===== src/rtl/serial_subtractor_pkg.sv =====
// rtl/serial_subtractor_pkg.sv - shared FSM state type and default width for the serial subtractor
package serial_subtractor_pkg;

  localparam int DEFAULT_WIDTH = 8;

  typedef enum logic [1:0] {
    IDLE = 2'd0,
    RUN  = 2'd1,
    DONE = 2'd2
  } state_t;

endpackage


===== src/rtl/serial_subtractor_full_subtractor.sv =====
// rtl/serial_subtractor_full_subtractor.sv - one-bit combinational full subtractor
module full_subtractor (
  input  logic x,
  input  logic y,
  input  logic bin,
  output logic d,
  output logic bout
);

  assign d    = x ^ y ^ bin;
  assign bout = (~x & y) | (~(x ^ y) & bin);

endmodule


===== src/rtl/serial_subtractor.sv =====
// rtl/serial_subtractor.sv - bit-serial LSB-first unsigned subtractor, one bit per clock
module serial_subtractor
  import serial_subtractor_pkg::*;
#(
  parameter int WIDTH = DEFAULT_WIDTH
) (
  input  logic             clk,
  input  logic             rst_n,
  input  logic             start,
  input  logic [WIDTH-1:0] a,
  input  logic [WIDTH-1:0] b,
  output logic             busy,
  output logic             done,
  output logic [WIDTH-1:0] diff,
  output logic             borrow
);

  localparam int CW = $clog2(WIDTH);
  localparam logic [CW-1:0] CNT_INIT = CW'(WIDTH - 1);

  state_t           state;
  logic [WIDTH-1:0] a_sh;
  logic [WIDTH-1:0] b_sh;
  logic [WIDTH-1:0] part;
  logic             bin_q;
  logic [CW-1:0]    cnt;
  logic             d;
  logic             bout;

  full_subtractor u_fs (
    .x    (a_sh[0]),
    .y    (b_sh[0]),
    .bin  (bin_q),
    .d    (d),
    .bout (bout)
  );

  always_ff @(posedge clk or negedge rst_n) begin
    if (!rst_n) begin
      state  <= IDLE;
      busy   <= 1'b0;
      done   <= 1'b0;
      diff   <= '0;
      borrow <= 1'b0;
      a_sh   <= '0;
      b_sh   <= '0;
      part   <= '0;
      bin_q  <= 1'b0;
      cnt    <= '0;
    end else begin
      case (state)
        IDLE: begin
          done <= 1'b0;
          if (start) begin
            a_sh  <= a;
            b_sh  <= b;
            bin_q <= 1'b0;
            cnt   <= CNT_INIT;
            busy  <= 1'b1;
            state <= RUN;
          end
        end
        RUN: begin
          // Result bits enter at the MSB so the final bit lands the word in place.
          part  <= {d, part[WIDTH-1:1]};
          a_sh  <= a_sh >> 1;
          b_sh  <= b_sh >> 1;
          bin_q <= bout;
          cnt   <= cnt - 1'b1;
          if (cnt == '0) begin
            diff   <= {d, part[WIDTH-1:1]};
            borrow <= bout;
            busy   <= 1'b0;
            done   <= 1'b1;
            state  <= DONE;
          end
        end
        DONE: begin
          done  <= 1'b0;
          state <= IDLE;
        end
        default: begin
          busy  <= 1'b0;
          done  <= 1'b0;
          state <= IDLE;
        end
      endcase
    end
  end

endmodule

===== config.mk =====
export PLATFORM = sky130hd
export DESIGN_NAME = serial_subtractor
export DESIGN_NICKNAME = d
export VERILOG_FILES = /design/src/rtl/serial_subtractor_pkg.sv /design/src/rtl/serial_subtractor_full_subtractor.sv /design/src/rtl/serial_subtractor.sv
export SDC_FILE = /design/constraint.sdc
export NUM_CORES = 1
export LEC_CHECK = 0
export CORE_MARGIN = 4
export CORE_UTILIZATION = 33
export DETAILED_ROUTE_END_ITERATION = 16
export GPL_ROUTABILITY_DRIVEN = 0
export GPL_TIMING_DRIVEN = 0
export HOLD_SLACK_MARGIN = 0.08
export PLACE_DENSITY_LB_ADDON = 0.3
export SKIP_LAST_GASP = 1
export SLEW_MARGIN = 0
export SYNTH_ARGS = -nofsm -noshare
export SYNTH_HDL_FRONTEND = slang
export SYNTH_SLANG_ARGS = --single-unit

===== constraint.sdc =====
create_clock -name clk -period 2.1 [get_ports clk]
set_clock_uncertainty 0.1 [all_clocks]
set_input_delay 0.21 -clock clk [delete_from_list [all_inputs] [get_ports clk]]
set_output_delay 0.21 -clock clk [all_outputs]
set_load 0.1 [all_outputs]

## Yosys cells after proc, flatten, opt, wreduce, memory -nomap -nowiden

Cells that the tools add are included.

| word-level totals | value |
|---|---|
| register bits | 41 |
| input port bits | 19 |
| word-level logic and storage cells | 46 |
| output and inout port bits | 11 |

| operators by class | value |
|---|---|
| bitwise operators | 8 |
| $add $sub $neg | 1 |
| reduce and logical (&&, ||, !) cells | 7 |
| eq/ne operators | 4 |
| multiplexer cells | 16 |

Operators with widths:

| operator | count |
|---|---|
| 8-bit case mux with 2 select lines | 2 |
| 8-bit 2-to-1 mux | 2 |
| 3-bit case mux with 2 select lines | 1 |
| 2-bit AND reduction | 3 |
| 1-bit 2-to-1 mux | 5 |
| 2-bit 2-to-1 mux | 2 |
| 2-bit != test (second input constant) | 2 |
| 2-bit case mux with 2 select lines | 1 |
| 3-bit zero test | 1 |
| 3-bit 2-to-1 mux | 1 |
| 1-bit inverter | 3 |
| 1-bit case mux with 3 select lines | 1 |
| 3-bit AND reduction | 1 |
| 3-bit by 1-bit subtractor with 3-bit output (second input constant) | 1 |
| 1-bit AND | 2 |
| 2-bit by 1-bit == test with 1-bit output (second input constant) | 1 |
| 2-bit == test (second input constant) | 1 |
| 2-bit zero test | 1 |
| 1-bit case mux with 2 select lines | 1 |
| 2-bit nonzero test | 1 |
| 1-bit XOR | 2 |
| 1-bit OR | 1 |

## Logic depth before layout (Yosys ltp)

| logic depth | value |
|---|---|
| depth in word-level cells | 5 |
| gate-level depth with buffers | 6 |
| mapped depth without buffers | 5 |

## By module

A second synthesis with hierarchy kept.

| unflattened totals | value |
|---|---|
| cell total of the unflattened synthesis | 158 |
| area total of the unflattened synthesis | 1771.7 um^2 |

By module, submodules not included:

| module | cells an instance | times used | seq. area each (um^2) | area an instance (um^2) |
|---|---|---|---|---|
| serial_subtractor | 154 | 1 | 1001.0 | 1740.4 |
| full_subtractor | 4 | 1 | 0.0 | 31.3 |

## Least setup slack after synthesis

OpenSTA, ideal clock, no wires.

| path | value |
|---|---|
| path kind | register to register |
| start point | register cnt[0] |
| end point | register diff[0] |
| period minus slack after synthesis | 1.606 ns |
| setup time | 0.126 ns |
| cell stages (with the launch flop) | 7 |
| required time | 1.874 ns |
| path buffers | 1 |
| arrival time | 1.380 ns |
| slack | 0.494 ns |
| cells stage by stage | dfrtp_1 inv_1 ha_1 nor2b_1 nor2b_2 buf_6 mux2_4 |

| between the ends | value |
|---|---|
| word-level cells in the longest chain between the ends | 2 |

RTL lines:

| element | RTL line | text |
|---|---|---|
| start, declared | serial_subtractor.sv:26 | `logic [CW-1:0] cnt;` |
| start signal, assigned | serial_subtractor.sv:69 | `cnt <= cnt - 1'b1;` |
| 3-bit zero test | serial_subtractor.sv:70 | `if (cnt == '0) begin` |
| 2-bit AND reduction (no line) | - |  |
| end signal, assigned | serial_subtractor.sv:71 | `diff <= {d, part[WIDTH-1:1]};` |
| end, declared | serial_subtractor.sv:14 | `output logic [WIDTH-1:0] diff,` |

Every way passes these cells.
A chain may end at the register's enable or synchronous reset.

## Final worst setup path

| path | value |
|---|---|
| start point | register busy |
| end point | output busy |

RTL lines:

| element | RTL line | text |
|---|---|---|
| start, declared | serial_subtractor.sv:12 | `output logic busy,` |
| start signal, assigned | serial_subtractor.sv:41 | `busy <= 1'b0;` |
| start signal, assigned | serial_subtractor.sv:59 | `busy <= 1'b1;` |
| start signal, assigned | serial_subtractor.sv:73 | `busy <= 1'b0;` |

No word-level cell between the ends.

==> key figures <==
Outcome
  • Outcome: complete, no violations

Pwr
  • Power Dens Cells: 1784 mW/mm²
  • LEAKAGE: 0.9702 nW
  • Total power: 0.003958 W
  • Peak supply drop: 747.8 µV

Logic synthesis
  • Syn_nets: 163
  • Synth Instances: 141
  • FF+latch count, synth: 40
  • Sequential area share after synthesis: 0.5760
  • Synth warn: 0
  • Dominant synthesized flop cell: dfrtp_1
  • Post-Synthesis Cell Area: 0.001738 mm²
  • Synth top area share: 0.5760
  • Post-synth top cells: dfrtp_1 (40), o22ai_1 (25), a21oi_1 (12), o21ai_0 (9), mux2_4 (8)
  • Most common cell in the synthesized netlist: dfrtp_1
  • Post-synth top area cell: dfrtp_1
  • Post-synthesis async set-or-reset flop share: 1.000
  • EDFF count, synth: 0
  • Synth area leaders: dfrtp_1 (58%), o22ai_1 (9.0%), mux2_4 (6.9%)
  • Distinct cells, synth: 26
  • Syn avg cell area: 12.33 µm²

Clock tree
  • Clock sinks: 40
  • Num CTS Buffers: 5
  • Clock Pin Slew Worst Setup and Hold Paths: 0.07 ns
  • CTS tree: done
  • Clk Latency, worst-skew pair: 0.29 ns
  • CTS max path bufs: 2
  • Root Driver: clkbuf_8
  • H-tree lvl count: 2

Critical path
  • Slack of the worst reg-to-reg path: 0.32 ns
  • CP max-delay cell: dlygate4sd2_1
  • Critical-path maximum fanout: 3
  • Crit Path Category: flip-flop to output port
  • Worst-case reg-to-reg path depth: 6
  • Cell Chain, Critical Path: dlygate4sd2_1
  • Worst setup SP type: flip-flop
  • Reg-to-reg critical path endpoint: diff[1]$_DFFE_PN0P_
  • Crit path capture type: output port
  • Worst EP arrival: 1.52 ns
  • Worst Path Buf+Inv: 1
  • Critical path's largest stage delay: 0.87 ns
  • Required time worst endpoint: 1.79 ns
  • Worst R2R Start: cnt[0]$_DFFE_PN0P_
  • Crit path max-delay family: buffers and inverters

Worst hold path
  • Hold Path Stages: 1
  • Hold EP: cnt[0]$_DFFE_PN0P_
  • Hold wc startpoint: cnt[0]$_DFFE_PN0P_
  • Class of the worst hold path: flip-flop to flip-flop

Layout
  • Post-route insts no fill: 249
  • Register area: 0.001001 mm²
  • Area occupied by multi-input gates: 658.1 µm²
  • Design area: 0.002218 mm²
  • Share of layout cells above drive strength 1: 0.1788
  • ANT cells: 0
  • Synth-to-Final Area Change: 27.65%
  • Nets@finish: 200
  • Post-layout util: 0.4343
  • Fill count: 497

Die
  • Cell Rows: 26
  • Core area: 0.005107 mm²
  • Starting Density: 0.3403
  • I/O pins: 30
  • Chip Height: 80.57 µm
  • Die area: 0.006492 mm²
  • Die Width: 80.57 µm

Global route
  • Vias in the first global route: 1347
  • First-pass GRT wire length: 6.210 mm
  • GRT Resource Usage Total: 0.1243
  • Initial antenna violation count: 0
  • Largest net degree at the start of global routing: 41
  • Total congestion overflow: 0

Route
  • Final wirelength: 3.630 mm
  • Vias per cell: 5.124
  • First-pass detailed-route iteration total: 4
  • # DRC: 0
  • DRT iter0 DRCs: 57
  • Wirelength per Cell: 14.58 µm
  • Antenna Violating Nets Remaining: 0
  • Via count: 1276

Job
  • Max-cap viol count: 0

STA
  • Worst-margin pin slew: 0.9621 ns
  • Min Tclk post-route: 1.834 ns
  • Share of the clock period used by the worst path: 0.8734
  • Rel. slew slack: 0.3575
  • Max-slew violations: 0
  • Final Hold Violating Endpoints: 0
  • Fmax: 545.2 MHz
  • Final setup vio count: 0
  • Final TNS setup: 0 ns
  • RSZ-0062 raised after global routing: no

Placement
  • DP HPWL: 2.525 mm
  • Placed cell area: 0.002111 mm²
  • Port bufs: 29
  • DP Cell Count: 240
[timing repair]
action	CTS	global route
setup endpoints to repair	10	1
cloned	0	0
hold buffers	1	0
setup buffers	0	0
hold endpoints to repair	40	0
gates resized for setup	10	1
[area by class of cell]
class | count | share of cell area
clock inverter | 2 | 0.01579
tap | 70 | 0.03948
multi-input combinational | 86 | 0.2967
inverter | 7 | 0.01184
timing repair buffer | 30 | 0.1286
sequential | 40 | 0.4512
clock buffer | 6 | 0.03271
buffer | 8 | 0.02369
[stage by stage]
stage | setup WS (ns) | hold slack (ns)
2_1_floorplan | 0.4939 | -0.1856
3_5_place_dp | 0.3034 | 0.2791
6_report | 0.2658 | 0.3953
5_1_grt | 0.2035 | 0.4082
3_3_place_gp | -0.1962 | 0.3796
4_1_cts | 0.0002990 | 0.3890
[placed cells by master, fill, tap and decap left out, drive strengths merged]
master | synthesis | layout
dfrtp | 40 | 40
o22ai | 25 | 25
clkdlybuf4s50 | 0 | 17
mux2 | 15 | 15
a21oi | 12 | 12
dlygate4sd2 | 0 | 10
o21ai | 9 | 9
clkbuf | 2 | 8
inv | 7 | 7
buf | 6 | 7
nor2 | 4 | 4
nand2 | 4 | 4
a2bb2oi | 3 | 3
nand2b | 3 | 3
ha | 2 | 2
nor2b | 2 | 2
nand3b | 1 | 1
or4b | 1 | 1
o221a | 1 | 1
and2b | 1 | 1
mux2i | 1 | 1
a32oi | 1 | 1
fa | 1 | 1
bufinv | 0 | 1
clkinv | 0 | 1
dlygate4sd3 | 0 | 1
dlymetal6s2s | 0 | 1
[power breakdown]
| group | switching (W) | internal (W) | total (W) | leakage [nW] |
|---|---|---|---|---|
| combinational | 0.00127 | 0.000695 | 0.00196 | 0.438 |
| sequential | 0.000237 | 0.00114 | 0.00138 | 0.477 |
| clock | 0.000263 | 0.000353 | 0.000615 | 0.0552 |
[kinds of logic after synthesis]
kind of cell | count (synthesis) | synth area share
muxes | 16 | 0.1202
adders and majority gates | 3 | 0.02592
AOI/OAI and AO/OA | 51 | 0.1771
buffers and inverters | 15 | 0.04536
DFF | 40 | 0.5760
and+or+nand+nor | 16 | 0.05543
[flip-flops by register name (all words and copies together), names as in the netlist]
register and cells:
part 7, diff 8, state 2, borrow 1, a_sh 8, done 1, bin_q 1, b_sh 8
busy 1, cnt 3
[per-layer routing]
layer	track usage	share of wire
met1	0.1584	0.47
met2	0.1937	0.46
met3	0.03812	0.050
met4	0.05405	0.013
met5	0	0
[worst max path at each step]
stage,cells past startpoint,start,slack (ns),endpoint
CTS,1,diff[2]$_DFFE_PN0P_,0.0003,diff[2]
global route,1,busy$_DFFE_PN0P_,0.20,busy
detailed placement,1,busy$_DFFE_PN0P_,0.30,busy
global placement,1,rst_n,-0.20,a_sh[3]$_DFFE_PN0P_
finish,1,busy$_DFFE_PN0P_,0.27,busy
floorplan,6,cnt[0]$_DFFE_PN0P_,0.49,diff[0]$_DFFE_PN0P_
Note: power is estimated with default switching activity, not from simulation.
